## config.mk

```make
export PLATFORM = sky130hd
export DESIGN_NAME = port_share_arbiter
export DESIGN_NICKNAME = d
export VERILOG_FILES = /design/src/rtl/port_share_pkg.sv /design/src/rtl/port_share_arbiter_rr_pick.sv /design/src/rtl/port_share_arbiter.sv
export SDC_FILE = /design/constraint.sdc
export NUM_CORES = 1
export LEC_CHECK = 0
export CAP_MARGIN = 20
export CORE_AREA = 2 2 63 65
export DETAILED_ROUTE_END_ITERATION = 10
export DIE_AREA = 0 0 65 67
export GPL_TIMING_DRIVEN = 0
export PLACE_DENSITY_LB_ADDON = 0.1
export SYNTH_ARGS = -nofsm -noshare
export SYNTH_HDL_FRONTEND = slang
export SYNTH_SLANG_ARGS = --single-unit
```

## constraint.sdc

```tcl
create_clock -name clk -period 2.6 [get_ports clk]
set_input_delay 0.52 -clock clk [delete_from_list [all_inputs] [get_ports clk]]
set_output_delay 0.52 -clock clk [all_outputs]
set_load 0.005 [all_outputs]
```

## src/rtl/port_share_pkg.sv

```systemverilog
`default_nettype none
// +--------------------------------------------------------------------------+
// | Package     : port_share_pkg                                              |
// | Description : Shared types and helpers for the port-sharing arbiter:      |
// |               FSM state encoding and an index-width helper.               |
// | Revision    : 1.0 - initial release                                       |
// +--------------------------------------------------------------------------+
package port_share_pkg;

  // Arbiter FSM: IDLE picks a requester, BUSY streams its burst.
  typedef enum logic [0:0] {
    IDLE = 1'b0,
    BUSY = 1'b1
  } state_e;

  // Width of an index into n items. It is never narrower than one bit, so a
  // vector declared with it is always legal.
  function automatic int idx_w(input int n);
    return (n < 2) ? 1 : $clog2(n);
  endfunction

endpackage
`default_nettype wire

```

## src/rtl/port_share_arbiter_rr_pick.sv

```systemverilog
`default_nettype none
// +--------------------------------------------------------------------------+
// | Module      : rr_pick                                                     |
// | Description : Combinational round-robin picker. Returns the first set     |
// |               request bit found by scanning from ptr upward, modulo N_REQ.|
// | Ports       : req [N_REQ]  request vector                                 |
// |               ptr [IW]     scan start index (must be < N_REQ)             |
// |               any          at least one request present                   |
// |               idx [IW]     chosen index (valid when any=1)                |
// | Revision    : 1.0 - initial release                                       |
// +--------------------------------------------------------------------------+
module rr_pick
  import port_share_pkg::*;
#(
  parameter int N_REQ = 4
) (
  input  logic [N_REQ-1:0]        req,
  input  logic [idx_w(N_REQ)-1:0] ptr,
  output logic                    any,
  output logic [idx_w(N_REQ)-1:0] idx
);

  localparam int               c_iw = idx_w(N_REQ);
  localparam logic [c_iw:0]    c_n  = (c_iw+1)'(N_REQ);

  logic [2*N_REQ-1:0] w_dbl;
  logic [N_REQ-1:0]   w_rot;
  logic [c_iw-1:0]    w_off;
  logic [c_iw:0]      w_sum;
  logic               w_found;

  always_comb begin
    // Rotate so that bit ptr lands at position 0; the doubled vector makes
    // the rotation a plain part-select.
    w_dbl   = {req, req};
    w_rot   = w_dbl[ptr +: N_REQ];
    w_off   = '0;
    w_found = 1'b0;
    for (int i = 0; i < N_REQ; i++) begin
      if (w_rot[i] && !w_found) begin
        w_off   = c_iw'(i);
        w_found = 1'b1;
      end
    end
    // Rotate back: ptr + offset, wrapped into 0..N_REQ-1.
    w_sum = {1'b0, ptr} + {1'b0, w_off};
    if (w_sum >= c_n) begin
      w_sum = w_sum - c_n;
    end
    any = |req;
    idx = w_sum[c_iw-1:0];
  end

endmodule
`default_nettype wire

```

## src/rtl/port_share_arbiter.sv

```systemverilog
`default_nettype none
// +--------------------------------------------------------------------------+
// | Module      : port_share_arbiter                                          |
// | Description : Round-robin, burst-aware arbiter sharing one downstream     |
// |               port between N_REQ requesters, with a registered output     |
// |               stage and forced release after MAX_BURST beats.             |
// | Ports       : clk, rst_n            clock / async active-low reset        |
// |               req_valid/last [N]    per-requester beat valid / last       |
// |               req_data [N*DATA_W]   packed payloads, i at [i*DATA_W+:W]   |
// |               req_ready [N]         per-requester accept (one-hot or 0)   |
// |               out_valid/ready       registered downstream handshake       |
// |               out_data/last/src     registered beat, last, owner index    |
// |               burst_cut             pulse: grant force-released           |
// | Revision    : 1.0 - initial release                                       |
// +--------------------------------------------------------------------------+
module port_share_arbiter
  import port_share_pkg::*;
#(
  parameter int N_REQ     = 4,
  parameter int DATA_W    = 8,
  parameter int MAX_BURST = 16
) (
  input  logic                    clk,
  input  logic                    rst_n,
  input  logic [N_REQ-1:0]        req_valid,
  input  logic [N_REQ-1:0]        req_last,
  input  logic [N_REQ*DATA_W-1:0] req_data,
  output logic [N_REQ-1:0]        req_ready,
  output logic                    out_valid,
  input  logic                    out_ready,
  output logic [DATA_W-1:0]       out_data,
  output logic                    out_last,
  output logic [idx_w(N_REQ)-1:0] out_src,
  output logic                    burst_cut
);

  localparam int                c_iw        = idx_w(N_REQ);
  localparam int                c_cw        = $clog2(MAX_BURST + 1);
  localparam logic [c_cw-1:0]   c_last_beat = c_cw'(MAX_BURST - 1);
  localparam logic [c_iw-1:0]   c_top_idx   = c_iw'(N_REQ - 1);

  state_e              state_q,     state_d;
  logic [c_iw-1:0]     gnt_q,       gnt_d;
  logic [c_iw-1:0]     rr_ptr_q,    rr_ptr_d;
  logic [c_cw-1:0]     beat_cnt_q,  beat_cnt_d;
  logic                out_valid_q, out_valid_d;
  logic [DATA_W-1:0]   out_data_q,  out_data_d;
  logic                out_last_q,  out_last_d;
  logic [c_iw-1:0]     out_src_q,   out_src_d;
  logic                burst_cut_q, burst_cut_d;

  logic                w_any;
  logic [c_iw-1:0]     w_pick;
  logic                w_slot_free;
  logic                w_gnt_last;
  logic                w_accept;
  logic                w_forced;

  rr_pick #(
    .N_REQ (N_REQ)
  ) u_pick (
    .req (req_valid),
    .ptr (rr_ptr_q),
    .any (w_any),
    .idx (w_pick)
  );

  always_comb begin
    state_d     = state_q;
    gnt_d       = gnt_q;
    rr_ptr_d    = rr_ptr_q;
    beat_cnt_d  = beat_cnt_q;
    out_valid_d = out_valid_q;
    out_data_d  = out_data_q;
    out_last_d  = out_last_q;
    out_src_d   = out_src_q;
    burst_cut_d = 1'b0;
    req_ready   = '0;

    // The output register can take a new beat when empty or draining now.
    w_slot_free = !out_valid_q || out_ready;
    w_gnt_last  = req_last[gnt_q];
    w_accept    = (state_q == BUSY) && req_valid[gnt_q] && w_slot_free;
    // Beat MAX_BURST without a real last ends the burst by force.
    w_forced    = (beat_cnt_q == c_last_beat) && !w_gnt_last;

    if (state_q == BUSY) begin
      req_ready[gnt_q] = w_slot_free;
    end

    if (w_accept) begin
      out_valid_d = 1'b1;
      out_data_d  = req_data[gnt_q*DATA_W +: DATA_W];
      out_last_d  = w_gnt_last || w_forced;
      out_src_d   = gnt_q;
      burst_cut_d = w_forced;
      beat_cnt_d  = beat_cnt_q + 1'b1;
      if (w_gnt_last || w_forced) begin
        state_d    = IDLE;
        rr_ptr_d   = (gnt_q == c_top_idx) ? '0 : gnt_q + 1'b1;
        beat_cnt_d = '0;
      end
    end else if (out_ready) begin
      out_valid_d = 1'b0;
    end

    if ((state_q == IDLE) && w_any) begin
      gnt_d   = w_pick;
      state_d = BUSY;
    end
  end

  always_ff @(posedge clk or negedge rst_n) begin
    if (!rst_n) begin
      state_q     <= IDLE;
      gnt_q       <= '0;
      rr_ptr_q    <= '0;
      beat_cnt_q  <= '0;
      out_valid_q <= 1'b0;
      out_data_q  <= '0;
      out_last_q  <= 1'b0;
      out_src_q   <= '0;
      burst_cut_q <= 1'b0;
    end else begin
      state_q     <= state_d;
      gnt_q       <= gnt_d;
      rr_ptr_q    <= rr_ptr_d;
      beat_cnt_q  <= beat_cnt_d;
      out_valid_q <= out_valid_d;
      out_data_q  <= out_data_d;
      out_last_q  <= out_last_d;
      out_src_q   <= out_src_d;
      burst_cut_q <= burst_cut_d;
    end
  end

  assign out_valid = out_valid_q;
  assign out_data  = out_data_q;
  assign out_last  = out_last_q;
  assign out_src   = out_src_q;
  assign burst_cut = burst_cut_q;

endmodule
`default_nettype wire

```

# [After elaboration in Yosys (flattened, before gate mapping)]
# Cells that the tools add are included.
[word_totals] output_inout_bits=17 register_bits=23 in_bits=43 elab_cells=65
[classes] bitwise=2 shifts=2 n_addsub=4 order_cmp=3 eq_ne=2 n_reduce_logical=21 muxes=22
[op_table] cell="$shiftx 32x6->8" count=1
[op_table] cell="$mux 1" count=13
[op_table] cell="$logic_and 1x1->1" count=8
[op_table] cell="$mux 2" count=4
[op_table] cell="$shiftx 8x3->4" count=1
[op_table] cell="$reduce_bool 2->1" count=3
[op_table] cell="$add 5x1->5 const B" count=1
[op_table] cell="$eq 5x4->1 const B" count=1
[op_table] cell="$logic_not 1->1" count=5
[op_table] cell="$mux 5" count=1
[op_table] cell="$and 4x4->4" count=1
[op_table] cell="$bmux 1 s2" count=2
[op_table] cell="$mux 4" count=1
[op_table] cell="$reduce_and 2->1" count=2
[op_table] cell="$reduce_or 4->1" count=1
[op_table] cell="$add 2x2->3" count=1
[op_table] cell="$ge 3x3->1 const B" count=1
[op_table] cell="$lt 2x3->1 const B" count=1
[op_table] cell="$add 2x1->2 const B" count=1
[op_table] cell="$demux 1 s2" count=1
[op_table] cell="$eq 2x2->1 const B" count=1
[op_table] cell="$ge 2x1->1 const B" count=1
[op_table] cell="$logic_or 1x1->1" count=2
[op_table] cell="$sub 2x1->2 const B" count=1
[op_table] cell="$not 1->1" count=1

# [Longest topological paths before layout]
# Gate-level depths: netlist of run 1.
[logic_depth] word_depth=14 mapped_depth=9

# [Cells and area by module]
# A second synthesis of run 1 with hierarchy kept.
[hier_totals] hier_cells=130 area_unflattened_um2=1507.7
[modules_own_cells] module="port_share_arbiter" area_per_inst_um2=1312.5 instances=1 seq_area_each_um2=575.6 cells_each=103
[modules_own_cells] module="rr_pick" area_per_inst_um2=195.2 instances=1 seq_area_each_um2=0.0 cells_each=27

# [Least setup slack after synthesis of run 1]
# No wires, ideal clock.
[synth_timing] kind="in2reg" start="input req_valid[0]" end="register gnt_q[1]" path_stages=9 path_buffers=1 arrival_time_ps=1907 setup_slack_ps=611 path_cell_list="clkbuf_2 -> nor2_1 -> a221o_1 -> nand2_1 -> o221ai_1 -> ha_1 -> xor2_1 -> a31o_2 -> a31oi_1"
[synth_via] elab_chain_cells=14 word_cells_on_any_way=19 classes_between="2 x add/sub; 1 x order compare; 1 x shift; 7 x mux; 8 x reduce/logical"
[synth_rtl] item="start, declared" line="port_share_arbiter.sv:25" source="input logic [N_REQ-1:0] req_valid,"
[synth_rtl] item="$shiftx 8x3->4" line="port_share_arbiter_rr_pick.sv:36" source="w_rot = w_dbl[ptr +: N_REQ];"
[synth_rtl] item="$mux 1" line="port_share_arbiter_rr_pick.sv:40" source="if (w_rot[i] && !w_found) begin"
[synth_rtl] item="$logic_not 1->1" line="port_share_arbiter_rr_pick.sv:40"
[synth_rtl] item="$logic_and 1x1->1" line="port_share_arbiter_rr_pick.sv:40"
[synth_rtl] item="$mux 1" line="port_share_arbiter_rr_pick.sv:40"
[synth_rtl] item="$logic_not 1->1" line="port_share_arbiter_rr_pick.sv:40"
[synth_rtl] item="$logic_and 1x1->1" line="port_share_arbiter_rr_pick.sv:40"
[synth_rtl] item="$mux 1" line="port_share_arbiter_rr_pick.sv:40"
[synth_rtl] item="$logic_not 1->1" line="port_share_arbiter_rr_pick.sv:40"
[synth_rtl] item="$logic_and 1x1->1" line="port_share_arbiter_rr_pick.sv:40"
[synth_rtl] item="$mux 2" line="port_share_arbiter_rr_pick.sv:40"
[synth_rtl] item="$add 2x2->3" line="port_share_arbiter_rr_pick.sv:46" source="w_sum = {1'b0, ptr} + {1'b0, w_off};"
[synth_rtl] item="$ge 3x3->1 / $sub 2x1->2 (equally long branches)" line="port_share_arbiter_rr_pick.sv:47, port_share_arbiter_rr_pick.sv:48"
[synth_rtl] item="$mux 2" line="port_share_arbiter_rr_pick.sv:47" source="if (w_sum >= c_n) begin"
[synth_rtl] item="end signal, assigned" line="port_share_arbiter.sv:126" source="gnt_q <= gnt_d;"
[synth_rtl] item="end, declared" line="port_share_arbiter.sv:43" source="logic [c_iw-1:0] gnt_q, gnt_d;"
# Several ways; a longest one is shown, not always the timed one.
# A chain may end at the register's enable or synchronous reset.

# [Worst setup path after layout of run 1]
[layout_timing] start="register gnt_q[1]" end="output req_ready[0]"
[layout_via] elab_chain_cells=6 word_cells_on_any_way=7 classes_between="2 x order compare; 3 x mux; 1 x bitwise; 1 x reduce/logical"
[layout_rtl] item="$lt 2x3->1 (implied by the code) / $ge 2x1->1 (equally long branches)" line="port_share_arbiter.sv:88" source="req_ready[gnt_q] = w_slot_free;"
[layout_rtl] item="$logic_and 1x1->1 (implied by the code)" line="port_share_arbiter.sv:88"
[layout_rtl] item="$mux 1 (implied by the code)" line="port_share_arbiter.sv:88"
[layout_rtl] item="$demux 1 s2 (*)" line="port_share_arbiter.sv:88"
[layout_rtl] item="$and 4x4->4 (no line) (*)"
[layout_rtl] item="$mux 4 (*)" line="port_share_arbiter.sv:87" source="if (state_q == BUSY) begin"
[layout_rtl] item="end, declared" line="port_share_arbiter.sv:28" source="output logic [N_REQ-1:0] req_ready,"
# Every way passes the cells marked *; elsewhere a longest branch is shown, timed or not.

==> results of run 1 <==
-- flip-flops by register name, indices dropped and copies added (netlist names) --
| register | flops |
|---|---|
| gnt_q | 2 |
| out_last | 1 |
| out_src | 2 |
| out_valid | 1 |
| out_data | 8 |
| rr_ptr_q | 2 |
| state_q | 1 |
| beat_cnt_q | 5 |
| burst_cut | 1 |
-- power by group through the flow --
stage | registers (mW) | logic [mW] | clock network [mW]
after floorplan | 0.652 | 0.733 | 0
after global placement | 0.670 | 1.17 | 0
after detailed placement | 0.682 | 1.19 | 0
after CTS | 0.675 | 1.20 | 0.224
after global routing | 0.698 | 1.31 | 0.247
final | 0.674 | 1.19 | 0.217
-- path summary, 6_finish.rpt --
| check | depth (start not counted) | start | endpoint |
|---|---|---|---|
| worst min-delay path | 1 | out_data[7]$_DFFE_PN0P_ | out_data[7]$_DFFE_PN0P_ |
| min in group asynchronous | 1 | rst_n | out_data[7]$_DFFE_PN0P_ |
| worst max-delay path | 5 | gnt_q[1]$_DFFE_PN0P_ | req_ready[0] |
| max in group asynchronous | 2 | rst_n | gnt_q[0]$_DFFE_PN0P_ |
| worst min register to register | 1 | out_data[7]$_DFFE_PN0P_ | out_data[7]$_DFFE_PN0P_ |
| worst max register to register | 9 | rr_ptr_q[0]$_DFFE_PN0P_ | gnt_q[1]$_DFFE_PN0P_ |
-- synth_stat cells --
master     count
nand3_1        2
buf_6          2
nand4_1        1
mux4_2        10
nor2_1         5
or2_1          2
o31ai_4        1
mux2i_1        1
and3b_1        1
a31o_2         1
and3_4         1
o221ai_1       2
a2bb2oi_1      1
nand2b_1       3
or4_1          1
nor3b_1        2
a21o_1         1
and3_1         5
nor2b_1        4
o21a_1         1
nor3_1         1
xor2_1         1
o2bb2ai_1      1
inv_1          4
dfrtp_1       23
a31oi_1        1
clkbuf_2       1
buf_1          1
nand2_1       12
ha_1           7
buf_2          1
clkbuf_1       1
o21ai_1        2
o22ai_1        1
mux2_1         7
a21oi_1        1
mux2_2         3
o21ai_0        7
a221o_1        1
-- worst max-delay path, stage by stage (launching register included) --
cell and delay [ps]:
dfrtp_1 490, clkbuf_4 290, inv_1 100, ha_1 190, and3_1 160, clkdlybuf4s50_1 440
-- cells by family after synthesis --
kind of cell,synth area share
mux,0.2411
fa+ha+maj,0.06071
buf+inv,0.03815
xor+xnor,0.006072
flops,0.3990
compound gates,0.1058
simple gates,0.1492
-- per-stage QoR --
stage	std cells	total power [mW]	worst slack, ps	hold slack [ps]	utilization
finish	234	2.085	156.7	492.1	0.6003
global route	234	2.253	11.50	512.5	0.6003
CTS	233	2.101	70.35	495.7	0.5916
detailed placement	229	1.873	117.9	475.9	0.5777
global placement	229	1.841	134.6	471.3	0.5777
floorplan	123	1.385	611.1	224.4	-
-- layer usage --
metal / up-vias / track usage / wire length, um
met5: - / 0 / 0
met4: 0 / 0.04521 / 29
met3: 4 / 0.03547 / 271
met2: 47 / 0.2977 / 1681
met1: 584 / 0.1914 / 1498
li1: 586 / - / -
-- area by class of cell --
class                   instances  share of cell area
clock buffers                   3             0.01908
multi-input cells              90              0.3751
plain buffers                   6             0.02139
flip-flops and latches         23              0.2665
inverters                       4            0.006936
clock inverters                 1            0.002312
well taps                      48             0.02775
repair buffers                 59              0.2809
-- what timing repair did --
item | CTS | global route
hold buffers | 0 | 0
endpoints found under the setup margin | 3 | 2
resized for setup | 2 | 2
==> results.toml, run 1 <==
[run]
cap_violations = 0

[synthesis]
synth.net_count = 173
ys_ff_latch = 23
synth_area_um2 = 1443
yosysSeqAreaShare = 0.3990
yosysUniqueCellTypes = 39
yosys-top-cells-area = "dfrtp_1 40%, mux4_2 16%, ha_1 6.1%"
yosys_warnings = 0
yosysTopAreaCell = "dfrtp_1"
synth_top_area_share = 0.3990
syn_inst = 123
avgSynthCellArea_um2 = 11.73

[layout]
final_common_cell = "clkdlybuf4s50_1"
multiInputGateArea_um2 = 812.0
final_cell_area_um2 = 2165
nets = 237
drive_gt1_frac = 0.1452
regArea_um2 = 576.8
syn_to_final_growth_pct = 50.04
layout_common_cells = "58 x clkdlybuf4s50_1, 22 x dfrtp_1, 12 x nand2_1, 10 x mux4_2"
num_antenna_cells = 0
fillCellCount = 307

[clock_network]
cts_root_buf = "clkbuf_8"
tritoncts = "built"
cts_setup_buffers = 0
clock_latency_ps = 260
clockBufferDepth = 2
clk_pin_slew_ps = 80
cts_num_sinks = 23
htree_num_levels = 1
cts_made_buffers = 3

[timing]
timing.fmax_ghz = 0.4093
rsz0062_at_grt = "no"
finalHoldViolCount = 0
tns_ps = 0
final-max-slew-violation-count = 0
finalSetupViolCount = 0
finClkSkew_ps = 5.301
relSlewSlack = 0.7467
worst_pin_slew_ps = 378.7
period_share = 0.9397
period_needed_ps = 2443

[pwr]
seq_power_share = 0.323
p_sw_uw = 735.6
p_clk_frac = 0.104
irDropWorstVdd_uv = 495.1
p_int_mw = 1.350
combPwrFrac = 0.573
swShare = 0.3528
leakagePower_nw = 0.8915
power.density_nw_per_um2 = 963.3

[floorplanning]
core_area_um2 = 3606
rows = 22
start_util = 0.4001
ios = 60
die_area_um2 = 4355
die_x_um = 65
dieHeight_um = 67

[drt]
wl_mm = 3.481
vias = 1221
dr.pass1.iters = 4
ant_nets = 0
viasPerCell = 5.218
drcViolationCount = 0
drt_iter0_drc = 35
wl_per_cell_um = 14.88

[hold_path]
hold_class = "register to register"

[placement]
port_buffers = 58
dpl_cell_area_um2 = 2083
place_congestion = 0.8590
dp_hpwl_mm = 2.732

[grt]
grt_pass1_wl_mm = 5.423
grt_pass1_vias = 1259
grt_max_degree = 24
overflow = 0
track_usage = 0.1628
antenna_found_initial = 0

[setup_path]
crit_arrival_ps = 1920
ff2ff_setup_slack_ps = 490
critical_path_class = "register to output pin"
cp.required_ps = 2080
crit_fanout = 10
crit_path_end_kind = "output pin"
cp-start-kind = "register"

[status]
status = "finished, final reports clean"
(Power assumes the default switching activity.)
==> run 2: changes to the inputs <==
==> constraint.sdc (replaced) <==
create_clock -name clk -period 3.2 [get_ports clk]
set_input_delay 0.64 -clock clk [delete_from_list [all_inputs] [get_ports clk]]
set_output_delay 0.64 -clock clk [all_outputs]
set_load 0.005 [all_outputs]
==> results.toml, run 2 (same netlist as run 1, synthesis figures left out) <==
[layout]
num_antenna_cells = 0
layout_common_cells = "58 x clkdlybuf4s50_1, 23 x dfrtp_1, 12 x nand2_1, 10 x mux4_2"
nets = 237
final_common_cell = "clkdlybuf4s50_1"
regArea_um2 = 575.6
fillCellCount = 307
final_util = 0.5982
multiInputGateArea_um2 = 812.0
drive_gt1_frac = 0.1344
syn_to_final_growth_pct = 49.52
largest_reg_flops = 8

[clock_network]
cts_setup_buffers = 0
cts_root_buf = "clkbuf_8"
cts_made_buffers = 3
cts_num_sinks = 23
ctsHoldBuffers = 0
cts_resized = 0
clk_pin_slew_ps = 80
htree_num_levels = 1
clock_latency_ps = 260
clockBufferDepth = 2
tritoncts = "built"

[pwr]
irDropWorstVdd_uv = 401.7
power.density_nw_per_um2 = 780.7
leakagePower_nw = 0.8887

[timing]
tns_ps = 0
timing.fmax_ghz = 0.3477
fin_ws_ps = 324.2
worst_pin_slew_ps = 576.9
final-max-slew-violation-count = 0
finClkSkew_ps = 4.710
period_needed_ps = 2876
finalSetupViolCount = 0
period_share = 0.8987
rsz0062_at_grt = "no"
relSlewSlack = 0.6154
whs_ps = 491.8
finalHoldViolCount = 0

[grt]
grt_pass1_wl_mm = 5.423
grt_max_degree = 24
track_usage = 0.1628
overflow = 0
antenna_found_initial = 0
grt_pass1_vias = 1259

[setup_path]
cp_top_family = "buffers and inverters"
crit_path_end = "req_ready[0]"
cp-start-kind = "register"
crit_slowest_cell = "dfrtp_1"
cp.required_ps = 2560
r2r-start = "rr_ptr_q[0]$_DFFE_PN0P_"
critical_path_class = "register to output pin"
reg2reg_depth = 9
path_cells = "buf_1, inv_1, ha_1, and3_1, clkdlybuf4s50_1"
ff2ff_setup_slack_ps = 1090
crit_path_end_kind = "output pin"
max_stage_delay_ps = 490
cp_num_cells = 5
crit_fanout = 10
timing.rr.end = "gnt_q[1]$_DFFE_PN0P_"
path_buf_inv = 3
crit_arrival_ps = 2240
startpoint = "gnt_q[1]$_DFFE_PN0P_"

[drt]
viasPerCell = 5.209
ant_nets = 0
drcViolationCount = 0
vias = 1219
drt_iter0_drc = 35
wl_mm = 3.478
wl_per_cell_um = 14.86
dr.pass1.iters = 4

[floorplanning]
core_area_um2 = 3606
start_util = 0.4001
die_area_um2 = 4355
die_x_um = 65
rows = 22
dieHeight_um = 67
ios = 60

[hold_path]
hold_class = "register to register"

[status]
status = "finished, final reports clean"

[run]
cap_violations = 0

[placement]
place_congestion = 0.8590
preCtsSetupSlack_ps = 574.2
port_buffers = 58
dp_hpwl_mm = 2.732
==> run 2: changes by cell type in the layout (fill, tap and decap cells not counted), sizes merged <==
cell    delta
clkbuf     -1
buf        +1
==> run 2: cell type report <==
| cell class | instances | area share |
|---|---|---|
| flip-flops and latches | 23 | 0.2668 |
| clock inverters | 1 | 0.002320 |
| inverters | 4 | 0.006961 |
| multi-input cells | 90 | 0.3764 |
| plain buffers | 6 | 0.01856 |
| clock buffers | 3 | 0.01914 |
| well taps | 48 | 0.02784 |
| repair buffers | 59 | 0.2819 |
==> run 2: power by group <==
part / switching [mW] / internal (mW)
combinational: 0.388 / 0.574
clock: 0.0889 / 0.0866
sequential: 0.120 / 0.426
==> run 2: how the worst min path moves through the flow <==
stage / from / end / slack (ps) / depth (start not counted)
after floorplan: rst_n / beat_cnt_q[0]$_DFFE_PN0P_ / 340 / 0
after global placement: out_src[0]$_DFFE_PN0P_ / out_src[0]$_DFFE_PN0P_ / 470 / 2
after detailed placement: out_data[7]$_DFFE_PN0P_ / out_data[7]$_DFFE_PN0P_ / 480 / 1
after CTS: out_data[7]$_DFFE_PN0P_ / out_data[7]$_DFFE_PN0P_ / 500 / 1
after global routing: out_src[0]$_DFFE_PN0P_ / out_src[0]$_DFFE_PN0P_ / 510 / 2
final: out_data[7]$_DFFE_PN0P_ / out_data[7]$_DFFE_PN0P_ / 490 / 1
==> run 2: metal layers <==
metal,track usage,wire length (um),vias up
met3,0.03547,254,4
met1,0.1914,1511,586
li1,-,-,586
met5,0,0,-
met4,0.04521,29,0
met2,0.2977,1683,43
==> run 2: through the flow <==
step                      cells  total power, mW  area [um2]
after global routing        234            1.822        2157
after CTS                   233            1.702        2130
final                       234            1.684        2157
after floorplan             123            1.125        1443
after global placement      229            1.496        2083
after detailed placement    229            1.522        2083
==> run 3: changes to the inputs <==
--- a/config.mk
+++ b/config.mk
@@ -10,7 +10,9 @@
 export DETAILED_ROUTE_END_ITERATION = 10
 export DIE_AREA = 0 0 65 67
 export GPL_TIMING_DRIVEN = 0
+export MAX_ROUTING_LAYER = met4
 export PLACE_DENSITY_LB_ADDON = 0.1
+export RECOVER_POWER = 50
 export SYNTH_ARGS = -nofsm -noshare
 export SYNTH_HDL_FRONTEND = slang
 export SYNTH_SLANG_ARGS = --single-unit
==> results.toml, run 3 (same netlist as run 1, synthesis figures left out) <==
[drt]
drt_iter0_drc = 37
dr.pass1.iters = 4
wl_mm = 3.466
drcViolationCount = 0
wl_per_cell_um = 14.81
ant_nets = 0
viasPerCell = 5.197
vias = 1216

[pwr]
leakagePower_nw = 0.8850
p_clk_frac = 0.106
irDropWorstVdd_uv = 398.3
p_int_mw = 1.067
seq_power_share = 0.328
swShare = 0.3578
p_sw_uw = 594.5
combPwrFrac = 0.567
power.density_nw_per_um2 = 778.7

[layout]
final_common_cell = "clkdlybuf4s50_1"
largest_reg_flops = 8
drive_gt1_frac = 0.1290
instances_no_fill = 234
final_util = 0.5916
layout_common_cells = "49 x clkdlybuf4s50_1, 23 x dfrtp_1, 12 x nand2_1, 10 x mux4_2, 9 x dlygate4sd3_1"
nets = 237
syn_to_final_growth_pct = 47.88
num_antenna_cells = 0

[setup_path]
crit_fanout = 10
cp-start-kind = "register"
cp.required_ps = 2560
critical_path_class = "register to output pin"
crit_path_end_kind = "output pin"
crit_arrival_ps = 2230
ff2ff_setup_slack_ps = 1090

[status]
status = "finished, final reports clean"

[clock_network]
ctsHoldBuffers = 0
cts_resized = 0
cts_num_sinks = 23
htree_num_levels = 1
clock_latency_ps = 260
cts_root_buf = "clkbuf_8"
clk_pin_slew_ps = 80
tritoncts = "built"
cts_made_buffers = 3
clockBufferDepth = 2
cts_setup_buffers = 0

[floorplanning]
ios = 60
rows = 22
die_area_um2 = 4355
dieHeight_um = 67
start_util = 0.4001
core_area_um2 = 3606
die_x_um = 65

[grt]
overflow = 0
top_usage_layer = "met2"
grt_max_degree = 24
grt_util_met1 = 0.1947
track_usage = 0.1672
grtUsageMet2 = 0.2977
grt_pass1_wl_mm = 5.423
grt_pass1_vias = 1259
antenna_found_initial = 0
grt_use_met3 = 0.03041

[placement]
port_buffers = 58
dp_cells = 229
preCtsSetupSlack_ps = 574.2
dp_hpwl_mm = 2.732
place_congestion = 0.8728

[timing]
finalSetupViolCount = 0
worst_pin_slew_ps = 990.5
rsz0062_at_grt = "no"
finalHoldViolCount = 0
final-max-slew-violation-count = 0
timing.fmax_ghz = 0.3488
period_share = 0.8960
tns_ps = 0
relSlewSlack = 0.3397
period_needed_ps = 2867
finClkSkew_ps = 4.604
fin_ws_ps = 332.9

[hold_path]
hold_class = "register to register"

[run]
cap_violations = 0
[run 3: worst paths after layout]
check,from,endpoint,cells after the start
setup / recovery,gnt_q[1]$_DFFE_PN0P_,req_ready[0],5
hold / removal,out_data[6]$_DFFE_PN0P_,out_data[6]$_DFFE_PN0P_,1
setup reg to reg,rr_ptr_q[0]$_DFFE_PN0P_,gnt_q[1]$_DFFE_PN0P_,9
hold reg to reg,out_data[6]$_DFFE_PN0P_,out_data[6]$_DFFE_PN0P_,1
max in group asynchronous,rst_n,rr_ptr_q[0]$_DFFE_PN0P_,2
min in group asynchronous,rst_n,out_data[7]$_DFFE_PN0P_,1
[run 3: power groups by stage]
| stage | clock network, mW | logic [mW] | registers [mW] |
|---|---|---|---|
| finish | 0.175 | 0.942 | 0.544 |
| global route | 0.201 | 1.03 | 0.563 |
| CTS | 0.182 | 0.972 | 0.548 |
| detailed placement | 0 | 0.968 | 0.554 |
| global placement | 0 | 0.952 | 0.544 |
| floorplan | 0 | 0.595 | 0.530 |
[run 3: cell type report]
cell class,count,area [um2]
clock inverters,1,5.005
multi-input cells,90,812.0
clock buffers,3,41.29
plain buffers,6,40.04
repair buffers,59,584.3
inverters,4,15.01
well taps,48,60.06
fillers,309,1473
flip-flops and latches,23,575.6
[run 3: critical path, cell delays in order, from the launching register on]
cell	delay, ps
dfrtp_1	490
buf_1	490
inv_1	180
ha_1	210
and3_1	160
clkdlybuf4s50_1	440
[run 3: through the flow]
step	instance area (um2)	total power, mW	hold WS, ps
after floorplan	1443	1.125	344.4
after global placement	2083	1.496	471.3
after detailed placement	2083	1.522	475.9
after CTS	2130	1.702	495.7
after global routing	2133	1.799	507.3
final	2133	1.661	488.9
[run 3: metal layers]
metal	up-vias	share of wire	routed length, um
met3	4	0.066	230
met2	45	0.49	1683
li1	585	-	-
met5	-	0	0
met1	582	0.44	1520
met4	0	0.0089	31
